<file path="config.mk">
export PLATFORM = sky130hd
export DESIGN_NAME = uart_rx_packet
export DESIGN_NICKNAME = d
export VERILOG_FILES = /design/src/rtl/uart_rx_packet_pkg.sv /design/src/rtl/uart_pkt_buf.sv /design/src/rtl/uart_rx_packet.sv
export SDC_FILE = /design/constraint.sdc
export NUM_CORES = 1
export LEC_CHECK = 0
export ABC_CLOCK_PERIOD_IN_PS = 2980
export CAP_MARGIN = 20
export CORE_ASPECT_RATIO = 1.1
export CORE_UTILIZATION = 60
export CTS_CLUSTER_DIAMETER = 80
export DETAILED_ROUTE_END_ITERATION = 8
export PLACE_DENSITY_LB_ADDON = 0.12
export SETUP_SLACK_MARGIN = 0.2
export SLEW_MARGIN = 20
export SYNTH_ARGS = -nofsm -noshare
export SYNTH_HDL_FRONTEND = slang
export SYNTH_SLANG_ARGS = --single-unit
</file>
<file path="constraint.sdc">
create_clock -name i_Clk -period 2.98 [get_ports i_Clk]
set_clock_uncertainty 0.15 [all_clocks]
set_input_delay 0.596 -clock i_Clk [delete_from_list [all_inputs] [get_ports i_Clk]]
set_output_delay 0.596 -clock i_Clk [all_outputs]
set_load 0.005 [all_outputs]
</file>
<file path="src/rtl/uart_rx_packet_pkg.sv">
// Shared definitions for the framed UART packet receiver: FSM encoding,
// default sync marker, length/address widths and the checksum fold.
package uart_rx_packet_pkg;

  typedef enum logic [2:0] {
    ST_IDLE     = 3'd0,
    ST_GET_LEN  = 3'd1,
    ST_GET_DATA = 3'd2,
    ST_GET_CHK  = 3'd3,
    ST_WAIT_ACK = 3'd4
  } rx_state_t;

  localparam logic [7:0] SYNC_BYTE_DEF = 8'hAA;
  localparam int         LEN_W         = 5;
  localparam int         ADDR_W        = 4;

  function automatic logic [7:0] chk_fold(input logic [7:0] chk, input logic [7:0] data);
    return chk ^ data;
  endfunction

endpackage

</file>
<file path="src/rtl/uart_pkt_buf.sv">
// Payload store: one synchronous write port and one registered read port.
// Array contents are never reset; only the read register clears.
module uart_pkt_buf #(
  parameter int DEPTH = 16,
  parameter int AW    = 4
) (
  input  logic          i_Clk,
  input  logic          i_Rst,
  input  logic          wr_en,
  input  logic [AW-1:0] wr_addr,
  input  logic [7:0]    wr_data,
  input  logic [AW-1:0] rd_addr,
  output logic [7:0]    rd_data
);

  logic [7:0] mem_r [DEPTH];
  logic [7:0] rd_data_r;

  // Payload write port.
  always_ff @(posedge i_Clk) begin
    if (wr_en && (int'(wr_addr) < DEPTH)) begin
      mem_r[wr_addr] <= wr_data;
    end
  end

  // Registered read port; out-of-range addresses keep the last value.
  always_ff @(posedge i_Clk or posedge i_Rst) begin
    if (i_Rst) begin
      rd_data_r <= 8'd0;
    end else if (int'(rd_addr) < DEPTH) begin
      rd_data_r <= mem_r[rd_addr];
    end
  end

  assign rd_data = rd_data_r;

endmodule

</file>
<file path="src/rtl/uart_rx_packet.sv">
// Frame parser on top of a UART byte stream: SYNC, LEN, payload, XOR check.
// Holds one good packet in uart_pkt_buf until the consumer acknowledges it.
module uart_rx_packet
  import uart_rx_packet_pkg::*;
#(
  parameter int         MAX_LEN      = 16,
  parameter int         TIMEOUT_CLKS = 2170,
  parameter logic [7:0] SYNC_BYTE    = SYNC_BYTE_DEF
) (
  input  logic              i_Clk,
  input  logic              i_Rst,
  input  logic              i_RX_DV,
  input  logic [7:0]        i_RX_Byte,
  output logic              o_Pkt_Rdy,
  output logic [LEN_W-1:0]  o_Pkt_Len,
  input  logic              i_Pkt_Ack,
  input  logic [ADDR_W-1:0] i_Rd_Addr,
  output logic [7:0]        o_Rd_Data,
  output logic              o_Pkt_Err,
  output logic              o_Overrun
);

  localparam int               TMO_W     = $clog2(TIMEOUT_CLKS) + 1;
  localparam logic [TMO_W-1:0] TMO_LAST  = TMO_W'(TIMEOUT_CLKS - 1);
  localparam logic [7:0]       MAX_LEN_B = 8'(MAX_LEN);

  rx_state_t          state_r, state_s;
  logic [LEN_W-1:0]   len_r, len_s;
  logic [LEN_W-1:0]   idx_r, idx_s;
  logic [7:0]         chk_r, chk_s;
  logic [TMO_W-1:0]   tmo_r, tmo_s;
  logic               err_r, err_s;
  logic               ovr_r, ovr_s;
  logic               rdy_r;
  logic               wr_en_s;
  logic               tmo_hit_s;
  logic               len_ok_s;

  // Next-state and datapath decisions; only strobed bytes advance the frame.
  always_comb begin
    state_s   = state_r;
    len_s     = len_r;
    idx_s     = idx_r;
    chk_s     = chk_r;
    tmo_s     = tmo_r;
    err_s     = 1'b0;
    ovr_s     = 1'b0;
    wr_en_s   = 1'b0;
    tmo_hit_s = (tmo_r == TMO_LAST);
    len_ok_s  = (i_RX_Byte != 8'd0) && (i_RX_Byte <= MAX_LEN_B);
    case (state_r)
      ST_IDLE: begin
        tmo_s = {TMO_W{1'b0}};
        if (i_RX_DV && (i_RX_Byte == SYNC_BYTE)) begin
          state_s = ST_GET_LEN;
        end else begin
          state_s = ST_IDLE;
        end
      end
      ST_GET_LEN: begin
        if (i_RX_DV) begin
          tmo_s = {TMO_W{1'b0}};
          if (len_ok_s) begin
            len_s   = i_RX_Byte[LEN_W-1:0];
            chk_s   = i_RX_Byte;
            idx_s   = {LEN_W{1'b0}};
            state_s = ST_GET_DATA;
          end else begin
            err_s   = 1'b1;
            state_s = ST_IDLE;
          end
        end else if (tmo_hit_s) begin
          err_s   = 1'b1;
          state_s = ST_IDLE;
        end else begin
          tmo_s = tmo_r + TMO_W'(1);
        end
      end
      ST_GET_DATA: begin
        if (i_RX_DV) begin
          tmo_s   = {TMO_W{1'b0}};
          wr_en_s = 1'b1;
          chk_s   = chk_fold(chk_r, i_RX_Byte);
          idx_s   = idx_r + LEN_W'(1);
          if (idx_r == (len_r - LEN_W'(1))) begin
            state_s = ST_GET_CHK;
          end else begin
            state_s = ST_GET_DATA;
          end
        end else if (tmo_hit_s) begin
          err_s   = 1'b1;
          state_s = ST_IDLE;
        end else begin
          tmo_s = tmo_r + TMO_W'(1);
        end
      end
      ST_GET_CHK: begin
        if (i_RX_DV) begin
          tmo_s = {TMO_W{1'b0}};
          if (i_RX_Byte == chk_r) begin
            state_s = ST_WAIT_ACK;
          end else begin
            err_s   = 1'b1;
            state_s = ST_IDLE;
          end
        end else if (tmo_hit_s) begin
          err_s   = 1'b1;
          state_s = ST_IDLE;
        end else begin
          tmo_s = tmo_r + TMO_W'(1);
        end
      end
      ST_WAIT_ACK: begin
        // A byte arriving with the ack is still dropped: the ack wins the state.
        tmo_s = {TMO_W{1'b0}};
        ovr_s = i_RX_DV;
        if (i_Pkt_Ack) begin
          state_s = ST_IDLE;
        end else begin
          state_s = ST_WAIT_ACK;
        end
      end
      default: begin
        state_s = ST_IDLE;
      end
    endcase
  end

  // FSM state register.
  always_ff @(posedge i_Clk or posedge i_Rst) begin
    if (i_Rst) begin
      state_r <= ST_IDLE;
    end else begin
      state_r <= state_s;
    end
  end

  // Frame bookkeeping and registered status outputs.
  always_ff @(posedge i_Clk or posedge i_Rst) begin
    if (i_Rst) begin
      len_r <= {LEN_W{1'b0}};
      idx_r <= {LEN_W{1'b0}};
      chk_r <= 8'd0;
      tmo_r <= {TMO_W{1'b0}};
      err_r <= 1'b0;
      ovr_r <= 1'b0;
      rdy_r <= 1'b0;
    end else begin
      len_r <= len_s;
      idx_r <= idx_s;
      chk_r <= chk_s;
      tmo_r <= tmo_s;
      err_r <= err_s;
      ovr_r <= ovr_s;
      rdy_r <= (state_s == ST_WAIT_ACK);
    end
  end

  uart_pkt_buf #(
    .DEPTH (MAX_LEN),
    .AW    (ADDR_W)
  ) u_buf (
    .i_Clk   (i_Clk),
    .i_Rst   (i_Rst),
    .wr_en   (wr_en_s),
    .wr_addr (idx_r[ADDR_W-1:0]),
    .wr_data (i_RX_Byte),
    .rd_addr (i_Rd_Addr),
    .rd_data (o_Rd_Data)
  );

  assign o_Pkt_Rdy = rdy_r;
  assign o_Pkt_Len = len_r;
  assign o_Pkt_Err = err_r;
  assign o_Overrun = ovr_r;

endmodule
</file>
### Word-level counts from Yosys, hierarchy flattened

Memory sizes are Yosys's and may differ from the RTL's. A register that Yosys moved wholly into a read port is not among the register bits.
Index checks and enable logic that the tools add are counted.

* word-level logic and storage cells: 71
* bits in writable memories: 128
* memories: 1
* register bits after elaboration: 37

Memory list
* u_buf.mem_r: depth 16, bits a word 8, read ports 1, clocked after Yosys merged registers in 1, write ports 1, RTL line uart_pkt_buf.sv:16 `logic [7:0] mem_r [DEPTH];`

* $add $sub $neg: 3
* $lt $le $gt $ge: 1
* equal/unequal tests: 13
* bitwise operators: 1
* muxes and demuxes: 33
* reductions and logical operators: 11

Operators by type and width (number)
* $mux 13: 2
* $pmux 13 s2: 1
* $mux 8: 3
* $mux 3: 6
* $pmux 8 s2: 1
* $mux 5: 3
* $pmux 3 s5: 1
* $add 13x1->13 const B: 1
* $eq 13x12->1 const B: 1
* $mux 1: 13
* $pmux 5 s2: 1
* $eq 8x8->1: 1
* $eq 8x8->1 const B: 1
* $le 8x5->1 const B: 1
* $reduce_bool 8->1: 1
* $xor 8x8->8: 1
* $eq 3x2->1 const B: 2
* $eq 3x3->1 const B: 2
* $ne 2x2->1 const B: 3
* $add 5x1->5 const B: 1
* $eq 5x5->1: 1
* $sub 5x1->5 const B: 1
* $reduce_and 4->1: 1
* $reduce_bool 2->1: 2
* other kinds (10): 11

### Logic depth before layout (Yosys ltp)

* depth in word-level cells: 6
* mapped depth: 6
* gate-level depth less buffers: 6

### Hierarchy

Synthesis repeated with hierarchy kept, for this count alone.

* cell total of the unflattened synthesis: 471
* area total of the unflattened synthesis: 7305.8 um2

Modules (own cells, without submodules)
* uart_pkt_buf: sequential area each 4043.9 um2, cells an instance 230, area each 5191.2 um2, instances 1
* uart_rx_packet: sequential area each 925.9 um2, cells an instance 241, area each 2114.5 um2, instances 1

### Worst setup path before layout

No wires, ideal clock.

* kind: input-to-reg
* start: input i_RX_DV
* end: memory u_buf.mem_r[0][0], enable pin
* slack: 576 ps
* arrival time: 1871 ps
* stages on the path: 5
* buffers on the path: 2
* data required time: 2447 ps
* cells stage by stage: nor4bb_1 clkbuf_1 buf_2 nand2_1 nor3_1

* cells in the longest elaborated chain, start to end: 4

RTL lines
* start: declaration: RTL line uart_rx_packet.sv:12 `input logic i_RX_DV,`
* $mux 1: RTL line uart_rx_packet.sv:80 `if (i_RX_DV) begin`
* $mux 1: RTL line uart_rx_packet.sv:51 `case (state_r)`
* $mux 1: RTL line uart_pkt_buf.sv:21 `if (wr_en && (int'(wr_addr) < DEPTH)) begin`
* $mux 1 (implied by the code): RTL line uart_pkt_buf.sv:22 `mem_r[wr_addr] <= wr_data;`
* end: declaration: RTL line uart_pkt_buf.sv:16

Every way passes these cells.

### Worst setup path after layout

* start: input i_RX_Byte[0]
* end: register len_r[0] (netlist: o_Pkt_Len[0])

* cells in the longest elaborated chain, start to end: 3
* elaborated cells on any way between the ends: 4
* classes of those cells: 1 x order compare; 3 x reduce/logical

RTL lines
* start: declaration: RTL line uart_rx_packet.sv:13 `input logic [7:0] i_RX_Byte,`
* $le 8x5->1 / $reduce_bool 8->1 (equally long branches): RTL line uart_rx_packet.sv:50 `len_ok_s = (i_RX_Byte != 8'd0) && (i_RX_Byte <= MAX_LEN_B);`
* $logic_and 1x1->1: RTL line uart_rx_packet.sv:50
* $reduce_and 3->1 (no source line)
* end signal: assignment: RTL line uart_rx_packet.sv:141 `len_r <= {LEN_W{1'b0}};`
* end signal: assignment: RTL line uart_rx_packet.sv:149 `len_r <= len_s;`
* end: declaration: RTL line uart_rx_packet.sv:28 `logic [LEN_W-1:0] len_r, len_s;`

Several ways; a longest one is shown, not always the timed one.
A chain may end at the register's enable or synchronous reset.

==> results.md <==
* Status: completed
* CTS Sinks at 173
* Worst-Skew Late Latency at 0.41 ns
* Asr flop ratio synth at 0.2601
* Startpoint class of the critical path: primary input
* Fin. max-slew vios at 0
* ANT cells at 0
* Setup crit end kind: flip-flop
* Clock period minus worst slack at 2.398 ns
* Die H at 117.9 um
* GPL Wtd Cong at 0.8949
* H-tree Lvls at 4
* # setup viols final at 0
* PD cells at 712.0 nW/um^2
* First-pass DRT Iterations at 5
* Core Region at 11700 sq um
* PostCTS Resize Cnt at 0
* Yosys top cell area share at 0.5248
* Post-synthesis cell count at 448
* Die Width at 107.3 um
* Total track usage at 0.2654
* DP Wirelength at 9.905 mm
* First-pass GRT wire length at 24.10 mm
* Top post-synthesis cells by area: edfxtp_1 52%, dfrtp_1 15%, mux4_2 12%, xor2_1 1.9%, nor2_1 1.6%
* WP data arrival at 2.58 ns
* Starting density of the core at 0.6262
* Top_reg_cell synth: edfxtp_1
* Critical setup path kind: primary input to flip-flop
* Per-cell routed wire length at 22.41 um
* Reg clk slew, reported paths at 0.06 ns
* Area growth, synth to finish at 16.91%
* Cell Area, Synth at 7325 sq um
* Cts hold-fix bufs at 0
* Layout cells sized above 1 at 0.2180
* Pin slew with the least headroom to its limit at 0.5325 ns
* Slew HR at 0.6439
* TNS Setup at 0 ns
* Pleak at 3.038 nW
* GR Layer Usage met1 at 0.3397
* Vias at 4165
* Final WL at 15.08 mm
* Clk buf depth at 2
* Hold Path Class: primary input to asynchronous set/reset pin
* Fin crit share at 0.8047
* GR Util met2 at 0.4440
* GRT busiest layer: met2
* I/O pin count at 32
* CTS tree: built
* Max Cap Viol at 0
* CTS root buffer: clkbuf_16
* CP max stage cell: clkdlybuf4s50_1
* RSZ-0062 raised after global routing: no
* Cell breakdown of the critical path: clkdlybuf4s50_1 > nor4_4 > xor2_2 > nor3_2 > buf_4 > mux2i_1
* Synth area leader: edfxtp_1
* Residual DRC count at 0
* Sequential cell area fraction in the yosys report at 0.6785
* Synthesized Nets at 471
* Total grt overflow at 0
* Vias per cell at 6.189
* CP required at 3.17 ns
* Post-synth EDFFs at 128
* Slowest Stage Delay on Critical Path at 0.56 ns
* Setup repair bufs after CTS at 0
* # nets final at 533
* Cell variety after synth at 55
* Critical path fanouts, max at 9
* Initial antenna violation count at 0
* Vias in the first global route at 4334
* GR Layer Usage met3 at 0.05592
* Synthesized flop and latch total at 173
* PortBufs at 31
* TritonCTS Buffers at 17
* Post-DRT Antenna Nets at 0
* VDD IR max at 0.0004481 V
* Rows at 41
* Fmax at 417.0 MHz
* Die ar. at 12650 sq um
* Syn_area_per_cell at 16.35 sq um
* Initial drt markers at 275
* Final Hold Viols at 0
* Final cell utilization of the core at 0.7321
* Yosys Warn Count at 0
* Largest net degree at the start of global routing at 33
## flip-flops by register name, summed over array words and instances (netlist names)
signal and cells:
state_r 3, o_Pkt_Len 5, o_Pkt_Rdy 1, o_Overrun 1
tmo_r 13, idx_r 5, o_Pkt_Err 1, u_buf.rd_data 8
u_buf.mem_r 128, chk_r 8
## worst paths after layout
check / from / end / slack (ns) / depth (start not counted)
min in group i_Clk: chk_r[7]$_DFFE_PP0P_ / chk_r[7]$_DFFE_PP0P_ / 0.42 / 2
worst min register to register: chk_r[7]$_DFFE_PP0P_ / chk_r[7]$_DFFE_PP0P_ / 0.42 / 2
worst max-delay path: i_RX_Byte[0] / o_Pkt_Len[0]$_DFFE_PP0P_ / 0.58 / 6
max in group asynchronous: i_Rst / chk_r[1]$_DFFE_PP0P_ / 1.71 / 3
worst min-delay path: i_Rst / u_buf.rd_data[0]$_DFF_PP0_ / 0.37 / 2
worst max register to register: state_r[1]$_DFF_PP0_ / o_Pkt_Len[0]$_DFFE_PP0P_ / 0.80 / 4
## per-stage QoR
| step | worst slack (ns) | power, mW | hold slack [ns] | instances | area (sq um) |
|---|---|---|---|---|---|
| detailed placement | 0.1705 | 4.109 | 0.3997 | 641 | 8014 |
| global placement | 0.2314 | 4.065 | 0.3932 | 641 | 8014 |
| CTS | 0.5969 | 6.132 | 0.3714 | 673 | 8563 |
| finish | 0.5819 | 6.097 | 0.3693 | 673 | 8563 |
| global route | 0.4713 | 6.351 | 0.4014 | 673 | 8563 |
| floorplan | 0.5757 | 3.706 | 0.3717 | 448 | 7325 |
## layer usage
metal,share of wire,up-vias
met4,0.029,0
met1,0.40,2117
met5,0,-
li1,-,1873
met3,0.046,28
met2,0.52,147
## critical path: cells and delay by family
| family | cells | cell delay (ns) |
|---|---|---|
| and+or+nand+nor | 2 | 0.80 |
| muxes | 1 | 0.20 |
| xor gates and xnor gates | 1 | 0.19 |
| buffers and inverters | 2 | 0.80 |
## kinds of logic after synthesis
group	synth area share
adder cells (fa/ha/maj)	0.01196
AO/OA/AOI/OAI	0.04493
XOR/XNOR	0.02614
buffers and inverters	0.01964
multiplexers	0.1344
flip-flops	0.6785
AND/OR/NAND/NOR	0.08439
## cell usage after synthesis (all sizes together), types with 2 or more instances
cell type	n
mux2	3
nor3	9
a22oi	2
clkbuf	12
o2bb2ai	4
o31ai	2
nand2b	3
and4	2
nand2	23
or4	4
nand4b	2
mux2i	5
nor4	4
nor4b	3
or2	3
a211o	2
nor2	32
or3	6
ha	7
o21a	2
inv	12
nand4	5
mux4	40
buf	10
xor2	17
o21ai	12
a21oi	10
a31oi	4
edfxtp	128
dfrtp	45
and2	4
xnor2	4
nand3	10
## report_power, final
part / switching, mW / leakage, nW / internal (mW) / total (mW)
sequential: 0.208 / 1.73 / 2.87 / 3.08
clock: 0.887 / 0.244 / 1.15 / 2.03
combinational: 0.530 / 1.07 / 0.457 / 0.987
## layout make-up
class / instances / area, sq um
Tap cell: 150 / 187.7
Multi-Input combinational cell: 241 / 2226
Inverter: 12 / 45.04
Fill cell: 733 / 3133
Timing Repair Buffer: 65 / 585.6
Clock inverter: 14 / 120.1
Clock buffer: 18 / 429.2
Sequential cell: 173 / 4970
## cell usage in the layout (no fill, tap or decap), types with 11 or more instances in the layout
cell type	Yosys	routed
mux4_2	40	40
o21ai_0	12	12
nand2_1	23	23
clkbuf_16	0	17
clkdlybuf4s50_1	0	30
dfrtp_1	45	45
buf_4	0	32
inv_1	12	11
nor2_1	32	32
edfxtp_1	128	128
xor2_1	16	16
Note: power is estimated with default switching activity, not from simulation.
